## src/rtl/alu_seq_pkg.sv

```systemverilog
// Opcodes, FSM state encoding and the registered flag bundle shared by the sequential ALU.
package alu_seq_pkg;

  localparam int WIDTH_DEF = 24;

  localparam logic [3:0] OP_ADD   = 4'd0;
  localparam logic [3:0] OP_SUB   = 4'd1;
  localparam logic [3:0] OP_AND   = 4'd2;
  localparam logic [3:0] OP_MAX   = 4'd3;
  localparam logic [3:0] OP_CMP   = 4'd4;
  localparam logic [3:0] OP_EQUAL = 4'd5;
  localparam logic [3:0] OP_SUBSF = 4'd6;
  localparam logic [3:0] OP_OR    = 4'd7;
  localparam logic [3:0] OP_SLL   = 4'd8;
  localparam logic [3:0] OP_SRL   = 4'd9;
  localparam logic [3:0] OP_SRA   = 4'd10;
  localparam logic [3:0] OP_MUL   = 4'd11;

  typedef enum logic [1:0] {
    S_IDLE = 2'd0,
    S_MUL  = 2'd1,
    S_HOLD = 2'd2
  } state_t;

  typedef struct packed {
    logic zero;
    logic carry;
    logic ovf;
    logic neg;
    logic illegal;
  } flags_t;

endpackage

```

## src/rtl/alu_seq_mul.sv

```systemverilog
// Iterative shift-add unsigned multiplier, one partial product per cycle.
// Latency: WIDTH steps after start, done pulses the cycle after the last step.
// Backpressure: none; start is only issued while idle and the product holds until the next start.
module alu_seq_mul
  import alu_seq_pkg::*;
#(
  parameter int WIDTH = WIDTH_DEF
) (
  input  logic               clk,
  input  logic               rst_n,
  input  logic               start,
  input  logic [WIDTH-1:0]   a,
  input  logic [WIDTH-1:0]   b,
  output logic               busy,
  output logic               done,
  output logic [2*WIDTH-1:0] product
);

  localparam int CW = $clog2(WIDTH + 1);

  logic [WIDTH-1:0]   mcand;
  logic [2*WIDTH-1:0] acc;
  logic [CW-1:0]      cnt;
  logic [WIDTH:0]     psum;

  // Upper half accumulates, lower half holds the not-yet-consumed multiplier bits.
  assign psum = {1'b0, acc[2*WIDTH-1:WIDTH]} + (acc[0] ? {1'b0, mcand} : '0);

  always_ff @(posedge clk or negedge rst_n) begin
    if (!rst_n) begin
      mcand <= '0;
      acc   <= '0;
      cnt   <= '0;
      done  <= 1'b0;
    end else begin
      done <= 1'b0;
      if (start) begin
        mcand <= a;
        acc   <= {{WIDTH{1'b0}}, b};
        cnt   <= CW'(WIDTH);
      end else if (cnt != '0) begin
        acc <= {psum, acc[WIDTH-1:1]};
        cnt <= cnt - CW'(1);
        if (cnt == CW'(1)) done <= 1'b1;
      end
    end
  end

  assign busy    = (cnt != '0);
  assign product = acc;

endmodule

```

## src/rtl/alu_seq.sv

```systemverilog
// Registered ALU with valid/ready on both sides and an iterative multiplier.
// Latency: 1 cycle for single-cycle ops, WIDTH+1 cycles for MUL.
// Backpressure: one result held until out_ready; in_ready follows out_ready while holding.
module alu_seq
  import alu_seq_pkg::*;
#(
  parameter int WIDTH = WIDTH_DEF
) (
  input  logic             clk,
  input  logic             rst_n,
  input  logic             in_valid,
  output logic             in_ready,
  input  logic [3:0]       opcode,
  input  logic [WIDTH-1:0] a,
  input  logic [WIDTH-1:0] b,
  output logic             out_valid,
  input  logic             out_ready,
  output logic [WIDTH-1:0] result,
  output logic             zero,
  output logic             carry,
  output logic             ovf,
  output logic             neg,
  output logic             illegal
);

  localparam int SHW = $clog2(WIDTH);

  state_t             state, state_nxt;
  flags_t             flg_q, flg_c, flg_mul;
  logic [WIDTH-1:0]   res_c, bneg;
  logic [WIDTH:0]     sum_c, dif_c;
  logic [SHW-1:0]     shamt;
  logic               big_sh, zero_fixed, accept, is_mul;
  logic               mul_busy, mul_done;
  logic [2*WIDTH-1:0] mul_prod;

  assign is_mul = (opcode == OP_MUL);
  assign accept = in_valid & in_ready;
  assign shamt  = b[SHW-1:0];
  assign big_sh = (b >= WIDTH'(WIDTH));

  always_comb begin
    res_c      = '0;
    flg_c      = '0;
    zero_fixed = 1'b0;
    sum_c      = {1'b0, a} + {1'b0, b};
    dif_c      = {1'b0, a} - {1'b0, b};
    bneg       = ~b + WIDTH'(1);
    case (opcode)
      OP_ADD: begin
        res_c     = sum_c[WIDTH-1:0];
        flg_c.carry = sum_c[WIDTH];
        flg_c.ovf   = (a[WIDTH-1] == b[WIDTH-1]) && (sum_c[WIDTH-1] != a[WIDTH-1]);
      end
      OP_SUB, OP_SUBSF: begin
        res_c       = dif_c[WIDTH-1:0];
        flg_c.carry = dif_c[WIDTH];
        flg_c.ovf   = (a[WIDTH-1] == bneg[WIDTH-1]) && (dif_c[WIDTH-1] != a[WIDTH-1]);
        if (opcode == OP_SUBSF) begin
          zero_fixed = 1'b1;
          flg_c.zero = (a == b);
        end
      end
      OP_AND: res_c = a & b;
      OP_MAX: res_c = (a >= b) ? a : b;
      OP_CMP: begin
        zero_fixed = 1'b1;
        flg_c.zero = (a <= b);
      end
      OP_EQUAL: begin
        zero_fixed = 1'b1;
        flg_c.zero = (a == b);
      end
      OP_OR:  res_c = a | b;
      OP_SLL: res_c = big_sh ? '0 : (a << shamt);
      OP_SRL: res_c = big_sh ? '0 : (a >> shamt);
      OP_SRA: res_c = big_sh ? {WIDTH{a[WIDTH-1]}} : WIDTH'($signed(a) >>> shamt);
      OP_MUL: res_c = '0;
      default: begin
        zero_fixed    = 1'b1;
        flg_c.zero    = 1'b1;
        flg_c.illegal = 1'b1;
      end
    endcase
    if (!zero_fixed) flg_c.zero = (res_c == '0);
    flg_c.neg = res_c[WIDTH-1];
  end

  always_comb begin
    flg_mul       = '0;
    flg_mul.zero  = (mul_prod[WIDTH-1:0] == '0);
    flg_mul.carry = |mul_prod[2*WIDTH-1:WIDTH];
    flg_mul.neg   = mul_prod[WIDTH-1];
  end

  always_comb begin
    state_nxt = state;
    in_ready  = 1'b0;
    case (state)
      S_IDLE: begin
        in_ready = ~mul_busy;
        if (in_valid && !mul_busy) state_nxt = is_mul ? S_MUL : S_HOLD;
      end
      S_MUL: if (mul_done) state_nxt = S_HOLD;
      S_HOLD: begin
        in_ready = out_ready;
        if (out_ready) state_nxt = !in_valid ? S_IDLE : (is_mul ? S_MUL : S_HOLD);
      end
      default: state_nxt = S_IDLE;
    endcase
  end

  always_ff @(posedge clk or negedge rst_n) begin
    if (!rst_n) begin
      state  <= S_IDLE;
      result <= '0;
      flg_q  <= '0;
    end else begin
      state <= state_nxt;
      if (accept && !is_mul) begin
        result <= res_c;
        flg_q  <= flg_c;
      end else if (state == S_MUL && mul_done) begin
        result <= mul_prod[WIDTH-1:0];
        flg_q  <= flg_mul;
      end
    end
  end

  alu_seq_mul #(.WIDTH(WIDTH)) u_mul (
    .clk     (clk),
    .rst_n   (rst_n),
    .start   (accept & is_mul),
    .a       (a),
    .b       (b),
    .busy    (mul_busy),
    .done    (mul_done),
    .product (mul_prod)
  );

  assign out_valid = (state == S_HOLD);
  assign zero      = flg_q.zero;
  assign carry     = flg_q.carry;
  assign ovf       = flg_q.ovf;
  assign neg       = flg_q.neg;
  assign illegal   = flg_q.illegal;

endmodule

```

## config.mk

```make
export PLATFORM = sky130hd
export DESIGN_NAME = alu_seq
export DESIGN_NICKNAME = d
export VERILOG_FILES = /design/src/rtl/alu_seq_pkg.sv /design/src/rtl/alu_seq_mul.sv /design/src/rtl/alu_seq.sv
export SDC_FILE = /design/constraint.sdc
export NUM_CORES = 1
export LEC_CHECK = 0
export CORE_MARGIN = 1.5
export CORE_UTILIZATION = 35
export DETAILED_ROUTE_END_ITERATION = 7
export PLACE_DENSITY = 0.51
export SLEW_MARGIN = 20
export SYNTH_ARGS = -nofsm -noshare
export SYNTH_HDL_FRONTEND = slang
export SYNTH_SLANG_ARGS = --single-unit
```

## constraint.sdc

```tcl
create_clock -name clk -period 2.7 [get_ports clk]
set_input_delay 0.54 -clock clk [delete_from_list [all_inputs] [get_ports clk]]
set_output_delay 0.54 -clock clk [all_outputs]
set_load 0.01 [all_outputs]
```

==> summary.txt, run 1 <==
Floorplanning
  • CORE AREA: 36400 µm²
  • Number of I/O pins: 87
  • Die Footprint: 38100 µm²
  • Die Ht: ~200 µm
  • Die span in x: 195 µm
  • Std cell rows: 70
  • Starting Density: 35.4%

Min path
  • Worst hold path class: in -> async

Critical path
  • Crit-path cells: clkbuf_4, inv_2, ha_4, or4_4, nor2_4, nand2_2, a21oi_4, a21oi_4, a31o_4, buf_6, mux2i_1, or4_4, nor4_4, and4_1, a41o_1
  • Worst Setup End Kind: flop
  • CP bufs+invs: 3
  • CP max-delay cell: or4_4
  • Crit path arrival time: 3.85 ns
  • Data required, critical path: 3.03 ns
  • Crit path max fanout: 4
  • WS Path Type: in -> reg
  • Crit-path leading delay family: simple AND/OR/NAND/NOR gates
  • Crit path launch type: input port
  • Max stage delay on crit path: 0.57 ns

Status
  • Status: finished with violations
  • Violated checks: setup timing

Power
  • Total power: about 0.012 W
  • Worst VDD drop: 0.537 mV
  • Pwr Density: 573 nW/µm²
  • LEAKAGE: 9.79 nW

Global route
  • Vias in the first global route: 16456
  • Overall routing resource usage: 36.4%
  • First-pass GRT wire length: approximately 100000 µm
  • Largest net degree at the start of global routing: 46
  • Initial antenna violation count: 1
  • Grt ovf: 0

Logic synthesis
  • Yosys reg bits: around 110
  • Area leader, netlist: dfrtp_1
  • Yosys top cell area share: roughly a fifth
  • Mux cell area share after synthesis: a little over a tenth
  • Adder-cell share of the synthesized area: 10.3%
  • Post-synth EDFFs: 0
  • Synth Flop Type: dfrtp_1
  • Syn nets: between 1500 and 2000
  • Largest family of logic cells by synthesized area: compound AO/OA/AOI/OAI gates
  • Count of cell types in the netlist: between 90 and 100
  • XOR/XNOR Fraction of Synth Area: 2.17%
  • Simple-gate share of the synthesized area: 20.5%
  • Synth area leaders: dfrtp_1, ha_1, mux2i_1
  • Post-synth ARST share: 100%
  • Syn_area_per_cell: 7.72 µm²
  • Yosys warnings: 0
  • Post-Syn Instances: roughly 1700
  • Sequential-to-total area share from yosys stat: between 20% and 30%
  • Post-synthesis compound-gate area fraction: roughly 29%
  • Synth Cell Area: 12900 µm²

CTS
  • Worst skew pair latency: 0.39 ns
  • CTS tree: done
  • H-tree depth: 3
  • CTS clk-pin slew, worst paths: 0.08 ns
  • Clk sinks: 108
  • Post-CTS Hold Fix Bufs: 0
  • CTS Buffer Depth: 2
  • CTS Buf Count: 9
  • Root Buffer: clkbuf_16

Finish
  • Area of the multi-input gates: 11500 µm²
  • # fillers: 3302
  • Sequential cell area: 2700 µm²
  • Design area: 21800 µm²
  • N_diodes: 0
  • Core Util, Final: 59.8%
  • Share of cells above drive strength 1: 48.0%
  • Area delta synth->final: 68.8%
  • Final #Nets: approximately 2500

Routing
  • DRT antenna net count: 0
  • # DRC: 0
  • DRT Pass-1 Iters: 5
  • WL/cell: 25.1 µm
  • 1st-iter DRT viols: 1407
  • Via count: 16357
  • Final wirelength: ~70000 µm
  • DR vias/cell: ~5.8

Timing
  • Worst Slack Setup Final: -0.820 ns
  • Final setup viols: 40
  • Hold Vio Cnt, Final: 0
  • Worst-margin pin slew: 0.755 ns
  • F_max: 284 MHz
  • Post-route minimum period: about 3.5 ns
  • RSZ-0062 raised after global routing: yes
  • Fin crit share: 130%
  • Relative slew slack: 49.7%
  • Setup TNS: -14.43 ns
  • Count of final max-slew check failures: 0
  • Clk_skew: 0.0151 ns

Place
  • Placed cell areas: 18600 µm²
  • DP HPWL: 55000 µm
  • IO buf count: 86
  • GPL Wtd Cong: 1.05

Flow run
  • Total of max-cap violations: 0
worst register-to-register path, delay by kind of cell, from the launching register on:
family,cells,cell delay [ns]
AOI/OAI and AO/OA,9,1.51
adders and majority gates,2,0.52
buffers and inverters,1,0.14
DFF,1,0.43
and+or+nand+nor,3,0.37
worst paths after layout:
path	from	end	slack, ns	depth (start not counted)
setup / recovery	a[10]	zero	-0.82	15
hold / removal	rst_n	u_mul.mcand[7]	0.17	1
setup reg to reg	u_mul.product[0]	u_mul.product[47]	-0.40	15
hold reg to reg	result[5]	result[5]	0.50	2
max in group asynchronous	rst_n	u_mul.mcand[0]	1.88	2
min in group clk	result[5]	result[5]	0.50	2
timing repair:
| action | CTS | global route |
|---|---|---|
| gates resized for setup | 404 | 240 |
| endpoints found under the setup margin | 42 | 48 |
| cloned | 3 | 0 |
| pin swaps | 129 | 142 |
| setup buffers | 65 | 66 |
cells in the mapped netlist (25+ instances only):
cell type / number
nand2_1: 207
nor2_1: 126
a21oi_1: 122
o21ai_0: 117
dfrtp_1: 108
ha_1: 101
mux2i_1: 84
clkbuf_1: 71
inv_1: 71
a211oi_1: 48
mux2_2: 41
and2_1: 35
nor4_1: 33
nor3_1: 31
nand3_1: 29
a21o_1: 28
a22oi_1: 25
registers in the layout, summed over array words and instances (netlist names):
register and flops:
u_mul.product 48, result 24, u_mul.mcand 24, u_mul.cnt 5, state 2, carry 1
illegal 1, ovf 1, u_mul.done 1, zero 1
report_power, final:
| group | switching (W) | internal (W) | leakage (nW) |
|---|---|---|---|
| Combinational | 0.00391 | 0.00407 | 8.28 |
| Sequential | 0.000694 | 0.00237 | 1.36 |
| Clock | 0.000686 | 0.000755 | 0.151 |
area by class of cell:
class | instances | area share, %
clock buffers | 10 | 1.10
multi-input cells | 1381 | 52.8
inverters | 74 | 1.48
clock inverters | 5 | 0.310
repair buffers | 756 | 29.2
well taps | 468 | 2.69
flip-flops and latches | 108 | 12.4
stage by stage:
step                instances  hold WS, ns  setup slack [ns]
finish                   2802        0.169            -0.820
floorplan                1673        0.244            -0.815
detailed placement       2679        0.484             -2.01
global placement         2679        0.479             -1.86
global route             2802        0.216            -0.869
CTS                      2754        0.181            -0.896
layer usage:
layer	GRT usage (%)	wire length (µm)	up-vias
met3	4.37	4010	167
met1	46.3	29300	8046
met2	61.5	33400	645
met5	0	0	-
met4	16.9	3700	0
li1	-	-	7499
cells in the final DEF (no fill, tap or decap), types with 26 or more instances in the layout:
master	synthesis	routed
a21oi_1	122	79
mux2i_1	84	80
mux2_2	41	41
o21ai_0	117	86
buf_6	1	85
inv_2	2	39
ha_4	0	43
a21o_1	28	27
nor2_1	126	113
buf_4	4	569
inv_1	71	26
ha_1	101	47
nand2_1	207	188
clkdlybuf4s50_1	0	33
a211oi_1	48	31
dfrtp_1	108	107
a21oi_2	2	35
cell families after synthesis:
family	after synthesis
AO/OA/AOI/OAI	558
AND/OR/NAND/NOR	556
buffers and inverters	185
multiplexers	130
flip-flops	108
adder cells (fa/ha/maj)	104
XOR/XNOR	32
Note: power is estimated with default switching activity, not from simulation.
==> run 2, diff against run 1 <==
--- a/config.mk
+++ b/config.mk
@@ -5,6 +5,7 @@
 export SDC_FILE = /design/constraint.sdc
 export NUM_CORES = 1
 export LEC_CHECK = 0
+export CAP_MARGIN = 0
 export CORE_MARGIN = 1.5
 export CORE_UTILIZATION = 35
 export DETAILED_ROUTE_END_ITERATION = 7
==> results of run 2 <==
The final DEF is identical to that of run 1; final timing and power are the same.
==> run 3, diff against run 2 <==
--- a/config.mk
+++ b/config.mk
@@ -6,10 +6,12 @@
 export NUM_CORES = 1
 export LEC_CHECK = 0
 export CAP_MARGIN = 0
+export CELL_PAD_IN_SITES_DETAIL_PLACEMENT = 1
+export CELL_PAD_IN_SITES_GLOBAL_PLACEMENT = 2
 export CORE_MARGIN = 1.5
-export CORE_UTILIZATION = 35
+export CORE_UTILIZATION = 30
 export DETAILED_ROUTE_END_ITERATION = 7
-export PLACE_DENSITY = 0.51
+export PLACE_DENSITY = 0.7
 export SLEW_MARGIN = 20
 export SYNTH_ARGS = -nofsm -noshare
 export SYNTH_HDL_FRONTEND = slang
==> run 3 against run 2 <==
  * The run still ends with setup timing left
  * Largest cell class unchanged
  * Clock skew barely moved
  * Critical path type unchanged
  * Sequential cell count did not move
  * Combinational power fell by 2%
  * Sequential power about the same
  * First-iteration DRC count increased by 8.2%
  * Routed wire length rose by 4.5%
==> summary.txt, run 3 (synthesis gave the netlist of run 1 again) <==
Floorplanning
  • CORE AREA: 42200 µm²
  • Die Ht: 210 µm
  • Die span in x: around 210 µm
  • Die Footprint: 44300 µm²
  • Std cell rows: 75
  • Starting Density: 30.6%
  • Number of I/O pins: 87

Power
  • Pwr Density: 570 nW/µm²
  • Clock power frac: between 10% and 20%
  • Worst VDD drop: 0.304 mV
  • Sw Pwr: 0.00528 W
  • Int Power: 0.00703 W
  • Switch share: 42.9%
  • Combinational Power Share: 63.5%
  • Total power: ~0.012 W
  • LEAKAGE: 9.69 nW
  • Seq pwr share: between 20% and 30%

Critical path
  • Worst Setup End Kind: flop
  • Crit path arrival time: 3.72 ns
  • Crit path from: a[23]
  • Crit path max fanout: 5
  • Crit path launch type: input port
  • Data required, critical path: 3.01 ns
  • R2R Path Start: u_mul.product[0]
  • WS Path Type: in -> reg

Routing
  • DRT Pass-1 Iters: 5
  • WL/cell: 25.8 µm
  • Final wirelength: 73500 µm
  • Via count: 16637
  • 1st-iter DRT viols: 1522
  • # DRC: 0
  • DR vias/cell: between 5 and 6
  • DRT antenna net count: 0

Timing
  • Hold Vio Cnt, Final: 0
  • Worst Hold Slack: 0.181 ns
  • Post-route minimum period: 3.41 ns
  • Relative slew slack: between 50% and 60%
  • F_max: 293 MHz
  • Worst-margin pin slew: a little over 0.7 ns
  • RSZ-0062 raised after global routing: yes
  • Final setup viols: 35
  • Worst Slack Setup Final: -0.710 ns
  • Clk_skew: 0.0148 ns
  • Count of final max-slew check failures: 0
  • Fin crit share: 126%

Place
  • Placed cell areas: 18400 µm²
  • GPL Wtd Cong: 1.04
  • IO buf count: 86
  • DP HPWL: 57100 µm

Global route
  • First-pass GRT wire length: 109000 µm
  • Grt ovf: 0
  • Largest net degree at the start of global routing: 49
  • Initial antenna violation count: 2
  • Overall routing resource usage: 32.6%
  • Vias in the first global route: 17447

CTS
  • H-tree depth: 3
  • CTS clk-pin slew, worst paths: ~0.080 ns
  • Worst skew pair latency: 0.38 ns
  • CTS Buffer Depth: 2
  • CTS tree: done
  • Root Buffer: clkbuf_16
  • Clk sinks: 108
  • Post-CTS Hold Fix Bufs: 0
  • CTS Buf Count: 9

Status
  • Status: finished with violations
  • Violated checks: setup timing

Finish
  • Commonest non-fill, non-tap cell in the layout: buf_4
  • Area delta synth->final: 67.4%
  • Core Util, Final: 51.2%
  • Design area: 21600 µm²
  • Share of cells above drive strength 1: 47.4%
  • Max reg flops: 48
  • Final #Nets: 2470
  • Commonest cells after routing, fill and taps aside: buf_4, nand2_1, nor2_1, dfrtp_1, o21ai_0
  • # fillers: roughly 5000

Min path
  • Worst hold path class: in -> async

Flow run
  • Total of max-cap violations: 0
## run 3: area by class of cell
type / instances / area (µm²) / area share (%)
well taps: 539 / 674 / 3.12
clock buffers: 11 / 243 / 1.12
inverters: 74 / 355 / 1.64
repair buffers: 737 / 6220 / 28.8
flip-flops and latches: 108 / 2700 / 12.5
clock inverters: 5 / 65.1 / 0.301
diodes: 1 / 2.50 / 0.0116
multi-input cells: 1380 / 11300 / 52.5
## run 3: final timing paths
kind	end	slack, ns	depth (start not counted)
min in group clk	u_mul.mcand[7]	0.50	1
max	zero	-0.71	17
max in group asynchronous	result[10]	1.83	2
min reg2reg	u_mul.mcand[7]	0.50	1
max reg2reg	u_mul.product[47]	-0.38	15
min	u_mul.product[29]	0.18	1
## run 3: worst max-delay path, cell delays in order
cell and delay, ns:
buf_2 0.16, inv_2 0.08, ha_4 0.26, nor3_4 0.17, buf_4 0.16, nand4_1 0.18, nor3_4 0.24, a2111oi_4 0.08
a22o_1 0.20, a31o_4 0.27, buf_12 0.15, buf_4 0.13, mux2i_1 0.12, a211o_1 0.36, nor4_2 0.19, and4_1 0.23
a41o_1 0.18
## run 3: stage by stage
stage / TNS, ns / instances / setup WS, ns
floorplan: -11.06 / 1673 / -0.815
global placement: -38.60 / 2729 / -1.69
detailed placement: -43.63 / 2729 / -1.78
CTS: -10.74 / 2828 / -0.771
global route: -13.87 / 2855 / -0.725
finish: -11.35 / 2855 / -0.710
## run 3: repair_timing
action,4_1_cts,5_1_grt
buffers inserted,88,41
gates cloned,2,0
gates resized for setup,511,168
pin swaps,139,101
setup endpoints to repair,43,43
endpoints found under the hold margin,0,0
## run 3: per-layer routing
metal	share of wire (%)	up-vias	wire [µm]	track usage, %
met5	0	-	0	0
met4	4.3	0	3130	14.7
met3	6.4	164	4690	4.75
met2	48	669	35400	55.4
met1	41	8343	30300	41.0
li1	-	7461	-	-
## run 3: power by group through the flow
| stage | logic [W] | clock network, W | registers, W |
|---|---|---|---|
| 5_1_grt | 0.00838 | 0.00152 | 0.00317 |
| 6_report | 0.00781 | 0.00143 | 0.00307 |
| 3_3_place_gp | 0.00625 | 0 | 0.00304 |
| 4_1_cts | 0.00732 | 0.00147 | 0.00307 |
| 2_1_floorplan | 0.00352 | 0 | 0.00290 |
| 3_5_place_dp | 0.00645 | 0 | 0.00308 |
==> patch 1 (config.mk and constraints of run 2) <==
Reset style: synchronous (`rst_n`), changed in 2 clocked blocks.
--- a/src/rtl/alu_seq_mul.sv
+++ b/src/rtl/alu_seq_mul.sv
@@ -26,7 +26,7 @@
   // Upper half accumulates, lower half holds the not-yet-consumed multiplier bits.
   assign psum = {1'b0, acc[2*WIDTH-1:WIDTH]} + (acc[0] ? {1'b0, mcand} : '0);
 
-  always_ff @(posedge clk or negedge rst_n) begin
+  always_ff @(posedge clk) begin
     if (!rst_n) begin
       mcand <= '0;
       acc   <= '0;
--- a/src/rtl/alu_seq.sv
+++ b/src/rtl/alu_seq.sv
@@ -110,7 +110,7 @@
     endcase
   end
 
-  always_ff @(posedge clk or negedge rst_n) begin
+  always_ff @(posedge clk) begin
     if (!rst_n) begin
       state  <= S_IDLE;
       result <= '0;
Formal check against the unedited RTL: differs if rst_n is asserted again (counterexample within 4 cycles, from zero or initial values and one cycle with rst_n low); with rst_n held inactive, the same outputs for 10 cycles.
==> patch 1 against run 2 <==
  * The flow still finishes with violations (setup timing)
  * Sequential share of layout area down 2.7 points
  * Design area rose by 2.6%
  * Routed wire length increased by 0.33%
  * Sequential power decreased by 36%
  * Sequential cell count stayed put
  * Clock power down 3%
  * Power decreased by 30%
  * Setup slack got worse by 0.23 ns
  * Fmax shrank 6.0%
  * Synthesized area increased by 1.3%
  * Highest routed layer unchanged
==> patch 1: results <==
set metrics [dict create \
    synth_area_leaders "dfxtp_1 17%, ha_1 9.7%, nand2_1 8.1%, a21oi_1 4.9%, nor2_1 4.5%" \
    ys_top_cells_by_count "281 x nand2_1, 155 x nor2_1, 127 x a21oi_1, 121 x clkbuf_1, 108 x dfxtp_1" \
    synth_mux_area_share_pct 9.216 \
    dp_hpwl_mm 54.06 \
    synth_fa_ha_area_share_pct 10.13 \
    place_area_sq_um 18450 \
    grt_usage_pct 35.45 \
    dr.first_iter.drc_count 1698 \
    num_vias 17220 \
    seq_area_share_pct 9.682 \
    wl_met3_mm 4.858 \
    clkCellAreaFrac_pct 1.349 \
    worstHoldPathType "flop to flop" \
    rr_startpoint "u_mul.cnt[1]$_SDFFE_PP0P_" \
    grt_max_degree 56 \
    core_area_sq_um 36700 \
    grt_pass1_vias 16410 \
    multi_input_area_sq_um 12210 \
    fin_tns_setup_ns -13.72 \
    syn_nets 1980 \
    m1WireLength_mm 30.72 \
    synth_xor_area_share_pct 2.747 \
    dp_cells 2795 \
    crit_slowest_cell "o41ai_4" \
    pre_cts_ws_ns -2.198 \
    clock_latency_ns 0.36 \
    setup_slack_ns -1.046 \
    setup_violations 29 \
    status "finished, violations left" \
    ys_seq_area_share_pct 16.54 \
    place.gp.congestion 1.022 \
    clock_buffers 11 \
    cp-startpoint "b[9]" \
    wl_met2_mm 31.01 \
    n_all_inverters 82 \
    clock_skew_ns 0.01091 \
    final_util_pct 60.92 \
    failed_checks "setup timing" \
    drive_gt1_share_pct 46.99 \
    nMultiInputCombCells 1479 \
    post_drt_wl_per_cell_um 24.02 \
    synthArstFlopShare_pct 0 \
    net-switching-power_mw 3.693 \
    grt_pass1_wl_mm 103.0 \
    syn_inst 1820 \
    met1_usage_pct 48.90 \
    power_mw 8.735 \
    buffers 786 \
    slew_headroom_pct 58.85 \
    globalRouteMet3Util_pct 2.940 \
    ys_types 96 \
    grt_use_met2_pct 55.00 \
    synth_compound_area_share_pct 28.09 \
    antenna_found_initial 0 \
    leakage_nw 9.387 \
    pwr.group.clock_mw 1.39 \
]
==> patch 1: changes by cell type after synthesis, sizes merged, moves of 24 or more <==
cell,before,now
dfxtp,0,108
dfrtp,108,0
mux2i,84,45
mux2,41,17
nor2,129,155
clkbuf,71,121
nand2,207,281
o21ai,122,91
==> patch 1: repair_timing <==
action	CTS	global route
gates resized for setup	532	279
setup buffers	90	61
setup endpoints to repair	38	37
cloned	0	0
pin swaps	141	152
==> patch 1: final timing paths <==
| kind | cells past startpoint | slack [ns] | to |
|---|---|---|---|
| setup / recovery | 14 | -1.05 | zero$_SDFFE_PN0P_ |
| hold / removal | 2 | 0.46 | u_mul.mcand[14]$_SDFFE_PN0P_ |
| setup reg to reg | 15 | -0.75 | zero$_SDFFE_PN0P_ |
| hold reg to reg | 2 | 0.46 | u_mul.mcand[14]$_SDFFE_PN0P_ |
==> patch 2 (flow settings as in run 2) <==
Made on the original files. The package constant `WIDTH_DEF` goes from 24 to 16.
--- a/src/rtl/alu_seq_pkg.sv
+++ b/src/rtl/alu_seq_pkg.sv
@@ -1,7 +1,7 @@
 // Opcodes, FSM state encoding and the registered flag bundle shared by the sequential ALU.
 package alu_seq_pkg;
 
-  localparam int WIDTH_DEF = 24;
+  localparam int WIDTH_DEF = 16;
 
   localparam logic [3:0] OP_ADD   = 4'd0;
   localparam logic [3:0] OP_SUB   = 4'd1;
Interface: changed (resized a, b and result); port bits go from 87 to 63. The function was not compared with the original's and may differ.
==> patch 2 against run 2 <==
  * The run still ends with setup timing left
  * Power is 40% lower
  * Routed wire length is 44% lower
  * Sequential cell count is 32 lower
  * Design area is 34% lower
  * Utilization is 0.28 points lower
  * Setup slack better by 0.36 ns
  * Synthesized area is 33% lower
  * Sequential share of layout area is 0.73 points higher
  * Critical path type unchanged
==> patch 2: results <==
set metrics [dict create \
    numCtsBuffers 9 \
    dr.first_iter.drc_count 968 \
    leakage_nw 6.418 \
    failed_checks "setup timing" \
    crit_slowest_cell "or4_4" \
    yosysTopAreaCell "dfrtp_1" \
    firstDrtPassIters 5 \
    clkSlewWorstSetupHoldPaths_ns 0.06 \
    port_buffers 62 \
    clock_skew_ns 0.007560 \
    grt_pass1_wl_mm 61.04 \
    worstMarginPinSlew_ns 0.5087 \
    largest_register_ffs 32 \
    setup_slack_ns -0.4647 \
    drive_gt1_share_pct 48.34 \
    syn_nets 1194 \
    r2r_slack_ns 0.07 \
    ys_seq_area_share_pct 21.92 \
    place.gp.congestion 0.9919 \
    place_area_sq_um 12270 \
    timing.critical_path.max_delay_family "simple AND/OR/NAND/NOR gates" \
    initial_core_util_pct 35.67 \
    cts_htree_levels 3 \
    cp.arrival_ns 3.44 \
    layout.nets 1586 \
    synthArstFlopShare_pct 100.0 \
    dp_hpwl_mm 29.69 \
    fin_tns_setup_ns -1.703 \
    routed_wl_mm 39.26 \
    cts_buffer_depth 2 \
    antenna_found_initial 0 \
    status "finished, violations left" \
    num_vias 10440 \
    root_buffer "clkbuf_16" \
    ys_top_cells_by_count "101 x nand2_1, 88 x nor2_1, 88 x o21ai_0, 84 x a21oi_1, 76 x dfrtp_1" \
    grt_usage_pct 30.53 \
    setup_violations 10 \
    diodes 0 \
    critPathMaxFanout 7 \
    grt_pass1_vias 10520 \
    ys_types 79 \
    slowest_delay_ns 0.55 \
    ir_drop_mv 0.4147 \
    grt_max_degree 77 \
    worstHoldPathType "input pin to asynchronous set/reset pin" \
    synth_area_leaders "dfrtp_1 22%, ha_1 9.8%, mux2i_1 5.9%, o21ai_0 5.1%, a21oi_1 4.8%" \
    clock_latency_ns 0.34 \
    yosysWarningCount 0 \
]
[patch 2: layer usage]
layer	up-vias	global-route usage, %	share of wire (%)
met4	0	11.98	3.9
li1	4799	-	-
met2	421	50.28	47
met1	5125	40.56	43
met5	-	0	0
met3	97	3.977	6.5
[patch 2: layout make-up]
type	count	area, sq um
fillers	2130	9838
multi-input cells	867	7659
repair buffers	459	3909
flip-flops and latches	76	1902
well taps	324	405.4
inverters	62	266.5
clock buffers	11	242.7
clock inverters	4	97.59
[patch 2: timing repair]
action,in CTS,in global routing
cloned,2,0
gates resized for setup,352,120
buffers inserted,50,13
pin swaps,103,74
endpoints found under the hold margin,0,0
endpoints found under the setup margin,25,27
[patch 2: worst paths after layout]
check,start,endpoint,depth (start not counted)
worst max-delay path,b[0],zero$_DFFE_PN0P_,12
worst min-delay path,rst_n,u_mul.product[27]$_DFFE_PN0P_,2
worst max register to register,u_mul.product[0]$_DFFE_PN0P_,u_mul.product[30]$_DFFE_PN0P_,14
worst min register to register,u_mul.mcand[15]$_DFFE_PN0P_,u_mul.mcand[15]$_DFFE_PN0P_,1
max in group asynchronous,rst_n,result[1]$_DFFE_PN0P_,2
min in group clk,b[5],u_mul.product[5]$_DFFE_PN0P_,3
[patch 2: power breakdown]
part / switching [mW] / internal [mW]
sequential: 0.398 / 1.59
clock: 0.485 / 0.924
combinational: 1.99 / 2.05
[patch 2: logic make-up (layout without fill, tap and decap cells)]
| group | Yosys count | in the layout | share of synthesized area [%] |
|---|---|---|---|
| mux | 95 | 95 | 13.89 |
| compound gates | 345 | 345 | 25.98 |
| buf+inv | 141 | 536 | 6.721 |
| flops | 76 | 76 | 21.92 |
| fa+ha+maj | 71 | 71 | 10.50 |
| xor+xnor | 20 | 20 | 2.019 |
| simple gates | 335 | 336 | 18.97 |
[patch 2: per-stage QoR]
step	hold slack [ns]	power [mW]	std cells	setup slack, ns
floorplan	0.2444	3.832	1083	-0.3681
finish	0.2075	7.444	1803	-0.4647
global route	0.2373	7.933	1803	-0.5432
detailed placement	0.4884	5.448	1735	-1.652
global placement	0.4831	5.417	1735	-1.647
CTS	0.2335	7.260	1796	-0.4929
